File: src/rtl/alu_arbiter.sv
// alu_arbiter: shares one combinational 16-bit ALU between two requesters.
//
// Round-robin arbitration between requester 0 (execute stage) and
// requester 1 (address/branch-compare unit). The granted requester's
// operands drive the ALU in the same cycle. The ALU result and flags are
// captured into a one-entry response slot tagged with the requester ID.
// An architectural SZCV flag register is updated by flag-setting ops.
//
// Ports:
//   clk, rst_n                 clock, synchronous active-low reset
//   reqN_valid/ready           per-requester handshake (ready = grant, combinational)
//   reqN_a/b/op                per-requester operands and op code
//   reqN_lock                  lock request (only with ALU_LOCK_EN)
//   alu_inA/inB/op             drive to the external ALU (combinational)
//   alu_out/alu_SZCV           ALU result and {S,Z,C,V} flags
//   rsp_valid/ready            response slot handshake
//   rsp_id/data/szcv           registered response payload
//   flags                      architectural SZCV flag register
//
// Optional build macro: ALU_LOCK_EN adds req0_lock/req1_lock so that a
// requester can hold the ALU for an atomic multi-op sequence.

module alu_arbiter #(
   parameter int unsigned DATA_W = 16,
   parameter int unsigned OP_W   = 4
) (
   input  logic              clk,
   input  logic              rst_n,
   input  logic              req0_valid,
   output logic              req0_ready,
   input  logic [DATA_W-1:0] req0_a,
   input  logic [DATA_W-1:0] req0_b,
   input  logic [OP_W-1:0]   req0_op,
`ifdef ALU_LOCK_EN
   input  logic              req0_lock,
`endif
   input  logic              req1_valid,
   output logic              req1_ready,
   input  logic [DATA_W-1:0] req1_a,
   input  logic [DATA_W-1:0] req1_b,
   input  logic [OP_W-1:0]   req1_op,
`ifdef ALU_LOCK_EN
   input  logic              req1_lock,
`endif
   output logic [DATA_W-1:0] alu_inA,
   output logic [DATA_W-1:0] alu_inB,
   output logic [OP_W-1:0]   alu_op,
   input  logic [DATA_W-1:0] alu_out,
   input  logic [3:0]        alu_SZCV,
   output logic              rsp_valid,
   input  logic              rsp_ready,
   output logic              rsp_id,
   output logic [DATA_W-1:0] rsp_data,
   output logic [3:0]        rsp_szcv,
   output logic [3:0]        flags
);

   localparam int unsigned FLAG_W = 4;
   // Ops 0..6 (ADD, SUB, AND, OR, XOR, CMP, MOV) update the flag register.
   localparam logic [OP_W-1:0] LAST_FLAG_OP = OP_W'(6);

   typedef enum logic [0:0] {
      ST_EMPTY = 1'b0,
      ST_FULL  = 1'b1
   } state_t;

   state_t          state;
   state_t          state_nxt;
   logic            ptr;
   logic            can_issue;
   logic            elig0;
   logic            elig1;
   logic            grant0;
   logic            grant1;
   logic            grant_any;
   logic            ptr_adv;
   logic [OP_W-1:0] grant_op;

`ifdef ALU_LOCK_EN
   logic lock_active;
   logic lock_owner;

   // While locked, only the lock owner is eligible.
   assign elig0   = req0_valid & ~(lock_active &  lock_owner);
   assign elig1   = req1_valid & ~(lock_active & ~lock_owner);
   // A grant that keeps (or takes) the lock freezes the pointer.
   assign ptr_adv = ~(grant1 ? req1_lock : req0_lock);

   // Lock state follows the lock bit of every grant.
   always_ff @(posedge clk) begin
      if (!rst_n) begin
         lock_active <= 1'b0;
         lock_owner  <= 1'b0;
      end else if (grant_any) begin
         lock_active <= ~ptr_adv;
         lock_owner  <= grant1;
      end
   end
`else
   assign elig0   = req0_valid;
   assign elig1   = req1_valid;
   assign ptr_adv = 1'b1;
`endif

   // Arbitration: a single eligible requester wins; on contention the pointer decides.
   always_comb begin
      can_issue = rst_n & ((state == ST_EMPTY) | rsp_ready);
      grant0    = can_issue & elig0 & (~elig1 | ~ptr);
      grant1    = can_issue & elig1 & (~elig0 |  ptr);
      grant_any = grant0 | grant1;
   end

   assign req0_ready = grant0;
   assign req1_ready = grant1;

   // ALU mux defaults to requester 0 when nothing is granted.
   assign alu_inA  = grant1 ? req1_a  : req0_a;
   assign alu_inB  = grant1 ? req1_b  : req0_b;
   assign alu_op   = grant1 ? req1_op : req0_op;
   assign grant_op = alu_op;

   // Response slot state register.
   always_ff @(posedge clk) begin
      if (!rst_n) state <= ST_EMPTY;
      else        state <= state_nxt;
   end

   // Response slot next state; a grant during drain refills without a bubble.
   always_comb begin
      state_nxt = state;
      case (state)
         ST_EMPTY: if (grant_any) state_nxt = ST_FULL;
         ST_FULL: begin
            if (grant_any)      state_nxt = ST_FULL;
            else if (rsp_ready) state_nxt = ST_EMPTY;
         end
         default: state_nxt = ST_EMPTY;
      endcase
   end

   assign rsp_valid = (state == ST_FULL);

   // Response payload, flag register and round-robin pointer.
   always_ff @(posedge clk) begin
      if (!rst_n) begin
         rsp_id   <= 1'b0;
         rsp_data <= '0;
         rsp_szcv <= '0;
         flags    <= '0;
         ptr      <= 1'b0;
      end else if (grant_any) begin
         rsp_id   <= grant1;
         rsp_data <= alu_out;
         rsp_szcv <= alu_SZCV[FLAG_W-1:0];
         if (grant_op <= LAST_FLAG_OP) flags <= alu_SZCV[FLAG_W-1:0];
         // Pointer moves to the requester that was not granted.
         if (ptr_adv) ptr <= grant0;
      end
   end

endmodule

File: config.mk
export PLATFORM = sky130hd
export DESIGN_NAME = alu_arbiter
export DESIGN_NICKNAME = d
export VERILOG_FILES = /design/src/rtl/alu_arbiter.sv
export SDC_FILE = /design/constraint.sdc
export NUM_CORES = 1
export LEC_CHECK = 0
export CAP_MARGIN = 20
export CORE_MARGIN = 2
export CORE_UTILIZATION = 31
export DETAILED_ROUTE_END_ITERATION = 7
export HOLD_SLACK_MARGIN = 0.06
export PLACE_DENSITY = 0.87
export SYNTH_ARGS = -nofsm -noshare
export SYNTH_HDL_FRONTEND = slang
export SYNTH_SLANG_ARGS = --single-unit
File: constraint.sdc
create_clock -name clk -period 4.1 [get_ports clk]
set_clock_uncertainty 0.05 [all_clocks]
set_input_delay 0.82 -clock clk [delete_from_list [all_inputs] [get_ports clk]]
set_output_delay 0.82 -clock clk [all_outputs]
set_load 0.02 [all_outputs]
# After elaboration in Yosys (flattened, before gate mapping)
# Cells that the tools add are included.
word_totals:
  ff_bits: 27
  inputBits: 97
  output_inout_bits: 64
  wordCells: 28
classes:
  magnitude_cmp: 1
  muxes: 7
  n_bitwise: 13
  reduce_logical: 1
op_table:
  columns: ["cell", "count"]
  rows:
  - ["$mux 16", 2]
  - ["$and 1x1->1", 5]
  - ["$le 4x3->1 const B", 1]
  - ["$mux 4", 1]
  - ["$not 1->1", 4]
  - ["$or 1x1->1", 4]
  - ["$mux 1", 3]
  - ["$pmux 1 s2", 1]
  - ["$reduce_and 2->1", 1]

# Longest topological paths before layout
# Gate-level depths: netlist of run 1.
depth:
  depth_word: 8
  depth_mapped: 7
  ltp_nobuf: 5

# Least setup slack after synthesis of run 1
# Ideal clock, no wire load.
synth_timing:
  kind: "input to output"
  start: "input port rsp_ready"
  end: "output port alu_inA[0]"
  t_arrival_ns: 1.857
  required_ns: 3.230
  path_slack_ns: 1.373
  stages: 7
  path_cell_list: "nand2b_1 -> o2111ai_2 -> inv_2 -> buf_2 -> buf_1 -> nand2_1 -> nand2_1"
synth_between:
  elab_chain_len: 5
synth_lines:
  columns: ["element", "line_no", "rtl"]
  rows:
  - ["from (decl)", "51", "input logic rsp_ready,"]
  - ["$or 1x1->1", "107", "can_issue = rst_n & ((state == ST_EMPTY) | rsp_ready);"]
  - ["$and 1x1->1", "107", null]
  - ["$and 1x1->1 (2 in series)", "109", "grant1 = can_issue & elig1 & (~elig0 | ptr);"]
  - ["$mux 16", "117", "assign alu_inA = grant1 ? req1_a : req0_a;"]
  - ["to (decl)", "45", "output logic [DATA_W-1:0] alu_inA,"]
# Every way passes these cells.

# Final worst setup path of run 1
layout_timing:
  start: "input port req0_valid"
  end: "output port alu_op[0]"
layout_between:
  elab_chain_len: 4
layout_lines:
  columns: ["element", "line_no", "rtl"]
  rows:
  - ["from (decl)", "29", "input logic req0_valid,"]
  - ["$not 1->1", "109", null]
  - ["$or 1x1->1", "109", null]
  - ["$and 1x1->1", "109", null]
  - ["$mux 4", "119", "assign alu_op = grant1 ? req1_op : req0_op;"]
  - ["to (decl)", "47", "output logic [OP_W-1:0] alu_op,"]
# Every way passes these cells.

==> run summary, run 1 <==
Tcrit/Tclk final: 89.40%
RSZ-0062 raised after global routing: no
largest net degree at the start of global routing: 40
R2R Path Start: rsp_valid
Seq/Total Area, Yosys: 36.03%
DR iter-0 viols: 48
R2R depth: 6
Yosys top cell area share: 40.03%
sequential power share: 36.9%
commonest cells after routing, fill and taps aside: 160 x nand2_1, 160 x clkdlybuf4s50_1, 27 x dfxtp_1
CP Class: in2out
synth unique cells: 18
Clock Power Share: 19.4%
CP required: 3.23 ns
final wirelength: 5952 µm
# placed instances: 443
placed instance area: 3146 µm²
final core utilization: 68.03%
Cells after Synth: 241
crit path max fanout: 39
Hold Buf Count CTS: 0
final std cells w/o fill: 447
Sw Pwr: 0.0002411 W
run status: finished, final reports clean
Worst Hold Depth: 2
DR vias/cell: 4.595
vias: 2054
Net Count, Synth: 338
post-CTS sizing: 0
Starting Density: 31.97%
crit path DAT: 2.80 ns
worst min-delay path startpoint: rsp_data[11]
# rows: 25
Max Cap Violations: 0
TritonCTS clock tree: done
Clk Latency, worst-skew pair: 0.27 ns
routed len/inst: 13.32 µm
Die Y-Extent: 73.57 µm
drt pass-1 iters: 4
CTS root buffer: clkbuf_8
post-DP HPWL: 4923 µm
critical path launch point type: input port
gr ovfl total: 0
Synth Warn #: 0
final hold violations: 0
Global Route Usage Sum: 20.88%
biggest area consumer among synthesized cells: nand2_1
top cells by area, synth: nand2_1 40%, dfxtp_1 36%, a21boi_1 11%, mux2i_1 2.7%, buf_2 1.7%
Setup WS pre-CTS: 0.4190 ns
Slew HR: 38.56%
initial antenna violation count: 0
first-pass GRT wire length: 8852 µm
Routed Antenna Nets: 0
wire length on met1: 2281 µm
CP peak stage delay: 0.62 ns
Net Sw Frac: 31.02%
Top Layer Used: met4
metal2 WL: 3049 µm
Layout Nets: 491
RePlAce Congestion: 0.7969
Reg2Reg Setup Slack: 2.22 ns
post-CTS setup buffers: 0
DRC violations left: 0
share of layout cells above drive strength 1: 3.053%
ant diodes: 0
metal3 WL: 482 µm
IO Port Bufs: 160
mean post-synth cell area: 6.225 µm²
leakage power: 1.367 nW
Synth Register Bits: 27
Setup Total Neg Slack: 0 ns
TritonCTS Buffers: 3
via count of the first global-routing pass: 1902
Mapped Area: 1500 µm²
Crit path buffers/inverters: 4
setup ws final: 0.4345 ns
crit-path leading delay family: buffers and inverters
min Tclk post-route: 3.666 ns
CP Capture Type: output pin
hold crit path type: reg2reg
hold endpoint: rsp_data[11]
H-tree depth: 1
Core ar.: 4692 µm²
I/O Pins: 161
Num Clock Sinks: 27
final setup fails: 0
R2R Path End: flags[1]
VDD IR max: 0.2060 mV
Worst-path clk slew: 0.09 ns
Internal Power: 0.0005363 W
combinational share of power: 43.8%
synthesis-to-layout area growth: 112.8%
CP Cell Sequence: clkdlybuf4s50_1, inv_2, o2111ai_2, buf_4, nand2_1, nand2_1, clkdlybuf4s50_1
Slew @ Worst Pin: 0.9215 ns
fmax: 0.2728 GHz
Max Buffers Root-to-Sink: 2
Final Cell Area: 3192 µm²
Die Wd: 73.57 µm
final slew viol count: 0
PwrDens: 243.6 nW/µm²
slowest CP cell: clkdlybuf4s50_1
Die Area: 5412 µm²
## cell type report
type                    count  area [µm²]
multi-input cells         196       889.6
well taps                  54       67.56
flip-flops and latches     27       540.5
repair buffers            163        1637
fillers                   410        1500
inverters                   3       11.26
clock inverters             1       5.005
clock buffers               3       41.29
## cells in the mapped netlist
master       n
a21boi_1    21
o21ai_1      2
inv_1        1
buf_1        4
dfxtp_1     27
and2_1       1
nand3_1      2
buf_2        5
a311o_1      1
o21a_1       1
inv_2        2
a31oi_1      1
o2111ai_2    1
nand2b_1     1
clkbuf_1     6
mux2i_1      4
nand2_1    160
a21oi_4      1
## kinds of logic (layout without fill, tap and decap cells)
group / after synthesis / count (layout) / share of synthesized area, %
buffers and inverters: 18 / 170 / 4.920
DFF: 27 / 27 / 36.03
muxes: 4 / 4 / 2.669
and+or+nand+nor: 164 / 164 / 41.54
AOI/OAI and AO/OA: 28 / 28 / 14.85
## worst max-delay path by stage
stage	start	end	slack [ns]	cells after the start
finish	req0_valid	alu_op[0]	0.43	7
global route	req0_valid	alu_op[0]	0.26	7
CTS	req0_valid	alu_inA[0]	0.41	7
detailed placement	req0_valid	alu_op[0]	0.42	7
global placement	req0_valid	alu_op[2]	0.44	7
floorplan	rsp_ready	alu_inA[0]	1.37	7
## registers in the layout (all words and copies together), names as in the netlist
register   count
rsp_data      16
flags          4
rsp_szcv       4
ptr            1
rsp_id         1
rsp_valid      1
## per-stage QoR
| stage | total power, W | hold WS, ns |
|---|---|---|
| detailed placement | 0.0006360 | 0.3975 |
| finish | 0.0007775 | 0.4051 |
| global placement | 0.0006305 | 0.3892 |
| CTS | 0.0007900 | 0.4104 |
| floorplan | 0.0004314 | 0.4028 |
| global route | 0.0008228 | 0.4249 |
## per-layer routing
layer / vias to the layer above / global-route usage (%)
met2: 92 / 39.09
met1: 896 / 22.45
met4: 0 / 7.879
li1: 1051 / -
met5: - / 0
met3: 15 / 4.801
## power by group through the flow
stage / sequential, W / combinational [W] / clock, W
final: 0.000287 / 0.000340 / 0.000151
after global routing: 0.000289 / 0.000367 / 0.000167
after CTS: 0.000287 / 0.000344 / 0.000159
after detailed placement: 0.000293 / 0.000343 / 0
after global placement: 0.000292 / 0.000339 / 0
after floorplan: 0.000311 / 0.000121 / 0
## tightest hold or removal path, cell delays in order, from the launching register on
cell	delay [ns]
dfxtp_1	0.32
nand2_1	0.05
a21boi_1	0.05
Note: power is estimated with default switching activity, not from simulation.
==> run 2, diff against run 1 <==
CORE_UTILIZATION = 28   (was 31)
PLACE_DENSITY = 0.8   (was 0.87)
clock period = 3.9 ns   (was 4.1 ns; I/O delays follow)
==> run summary, run 2 (same netlist as run 1, synthesis figures left out) <==
crit-path leading delay family: buffers and inverters
Reg2Reg Setup Slack: 2.10 ns (-0.12 ns)
R2R depth: 6 (unchanged)
Die Wd: 77.20 µm (+4.9%)
setup ws final: 0.4320 ns (-0.002466 ns)
slowest CP cell: clkdlybuf4s50_1
RePlAce Congestion: 0.9002 (+13%)
# rows: 26 (+4.0%)
vias: 2033 (-1.0%)
routed len/inst: 13.18 µm (-1.0%)
Max Cap Violations: 0 (unchanged)
post-CTS sizing: 0 (unchanged)
R2R Path Start: rsp_valid
Crit path buffers/inverters: 4 (unchanged)
RSZ-0062 raised after global routing: no
DR iter-0 viols: 42 (-13%)
Setup Total Neg Slack: 0 ns (unchanged)
Design Power: 0.0008178 W (+5.2%)
crit path max fanout: 37 (-5.1%)
via count of the first global-routing pass: 1953 (+2.7%)
PwrDens: 252.2 nW/µm² (+3.5%)
Slew HR: 36.27% (-2.3 points)
crit path DAT: 2.64 ns (-0.16 ns)
commonest cells after routing, fill and taps aside: 160 x nand2_1, 160 x clkdlybuf4s50_1, 27 x dfxtp_1
Worst-path clk slew: 0.09 ns (about the same)
largest register by flop count: rsp_data
TritonCTS Buffers: 3 (unchanged)
final setup fails: 0 (unchanged)
hold crit path type: reg2reg
Tcrit/Tclk final: 88.92%
gr ovfl total: 0 (unchanged)
worst min-delay path startpoint: rsp_data[11]
CP Cell Sequence: clkdlybuf4s50_1, nand2b_1, o2111ai_4, inv_2, buf_12, nand2_1, nand2_1, clkdlybuf4s50_1
share of layout cells above drive strength 1: 3.299% (+0.25 points)
hold endpoint: rsp_data[11]
fmax: 0.2884 GHz
initial antenna violation count: 0 (unchanged)
post-CTS setup buffers: 0 (unchanged)
Layout Nets: 492 (+0.20%)
DR vias/cell: 4.381 (-4.6%)
final slew viol count: 0 (unchanged)
Num Clock Sinks: 27 (unchanged)
max reg flops: 16 (unchanged)
Worst Hold Depth: 2 (unchanged)
leading registers by flop count: rsp_data: 16 flops, flags: 4 flops, rsp_szcv: 4 flops
Routed Antenna Nets: 0 (unchanged)
Slew @ Worst Pin: 0.9559 ns (+0.03436 ns)
largest net degree at the start of global routing: 40 (unchanged)
Die Area: 5959 µm² (+10%)
# placed instances: 460 (+3.8%)
Die Y-Extent: 77.20 µm (+4.9%)
Hold Buf Count CTS: 0 (unchanged)
H-tree depth: 1 (unchanged)
Clk Latency, worst-skew pair: 0.27 ns (about the same)
CP Capture Type: output pin
final wirelength: 6115 µm (+2.7%)
run status: finished, final reports clean
I/O Pins: 161 (unchanged)
final std cells w/o fill: 464 (+3.8%)
CP Class: in2out
leakage power: 1.378 nW (+0.83%)
R2R Path End: flags[0]
post-DP HPWL: 5079 µm (+3.2%)
DRC violations left: 0 (unchanged)
min Tclk post-route: 3.468 ns
synthesis-to-layout area growth: 116.2%
Core ar.: 5140 µm² (+9.5%)
Setup WS pre-CTS: 0.4122 ns (-0.006866 ns)
final hold violations: 0 (unchanged)
CP peak stage delay: 0.60 ns (-0.02 ns)
first-pass GRT wire length: 9639 µm (+8.9%)
drt pass-1 iters: 4 (unchanged)
CTS root buffer: clkbuf_8
worst hold margin: 0.4047 ns (-0.0003450 ns)
CP required: 3.07 ns (-0.16 ns)
Max Buffers Root-to-Sink: 2 (unchanged)
Global Route Usage Sum: 19.92% (-0.96 points)
TritonCTS clock tree: done
# fillers: 494 (+20%)
critical path launch point type: input port
IO Port Bufs: 160 (unchanged)
VDD IR max: 0.2729 mV (+32%)
Starting Density: 29.19% (-2.8 points)
ant diodes: 0 (unchanged)
## run 2: cell types whose count changed in the layout (fill, tap and decap cells not counted), sizes merged
cell / before / now
buf: 3 / 4
## run 2: metrics by stage
step,instance area (µm²),util [%]
3_5_place_dp,3197,62.20
6_report,3243,63.10
5_1_grt,3243,63.10
4_1_cts,3243,63.10
2_1_floorplan,1500,-
3_3_place_gp,3197,62.20
## run 2: worst register-to-register path: cells and delay by family, from the launching register on
| family | cells | cell delay, ns |
|---|---|---|
| simple gates | 1 | 0.15 |
| buf+inv | 1 | 0.21 |
| flops | 1 | 0.32 |
| compound gates | 3 | 0.81 |
| mux | 1 | 0.21 |
## run 2: worst max path at each step
| stage | endpoint | start | cells past startpoint | slack [ns] |
|---|---|---|---|---|
| final | alu_inA[1] | rsp_ready | 8 | 0.43 |
| after global routing | alu_inA[1] | rsp_ready | 8 | 0.30 |
| after CTS | alu_inA[1] | rsp_ready | 8 | 0.41 |
| after detailed placement | alu_inA[1] | rsp_ready | 8 | 0.41 |
| after global placement | alu_inA[6] | req0_valid | 7 | 0.43 |
| after floorplan | alu_inA[0] | rsp_ready | 7 | 1.25 |
## run 2: report_power, final
part	internal (W)	switching [W]
Clock	0.0000714	0.0000820
Sequential	0.000292	0.00000885
Combinational	0.000203	0.000160
## run 2: per-layer routing
layer / share of wire (%) / vias to the layer above / wire (µm) / GRT usage (%)
li1: - / 1050 / - / -
met1: 40 / 870 / 2475 / 22.77
met2: 48 / 98 / 2922 / 34.96
met3: 9.3 / 15 / 570 / 6.471
met4: 2.4 / 0 / 146 / 6.250
met5: 0 / - / 0 / 0
## run 2: cell type report
type,count,area [µm²],share of cell area (%)
clock inverters,1,5.005,0.1543
multi-input cells,196,900.9,27.78
well taps,70,87.58,2.701
inverters,3,11.26,0.3472
repair buffers,164,1657,51.08
flip-flops and latches,27,540.5,16.67
clock buffers,3,41.29,1.273
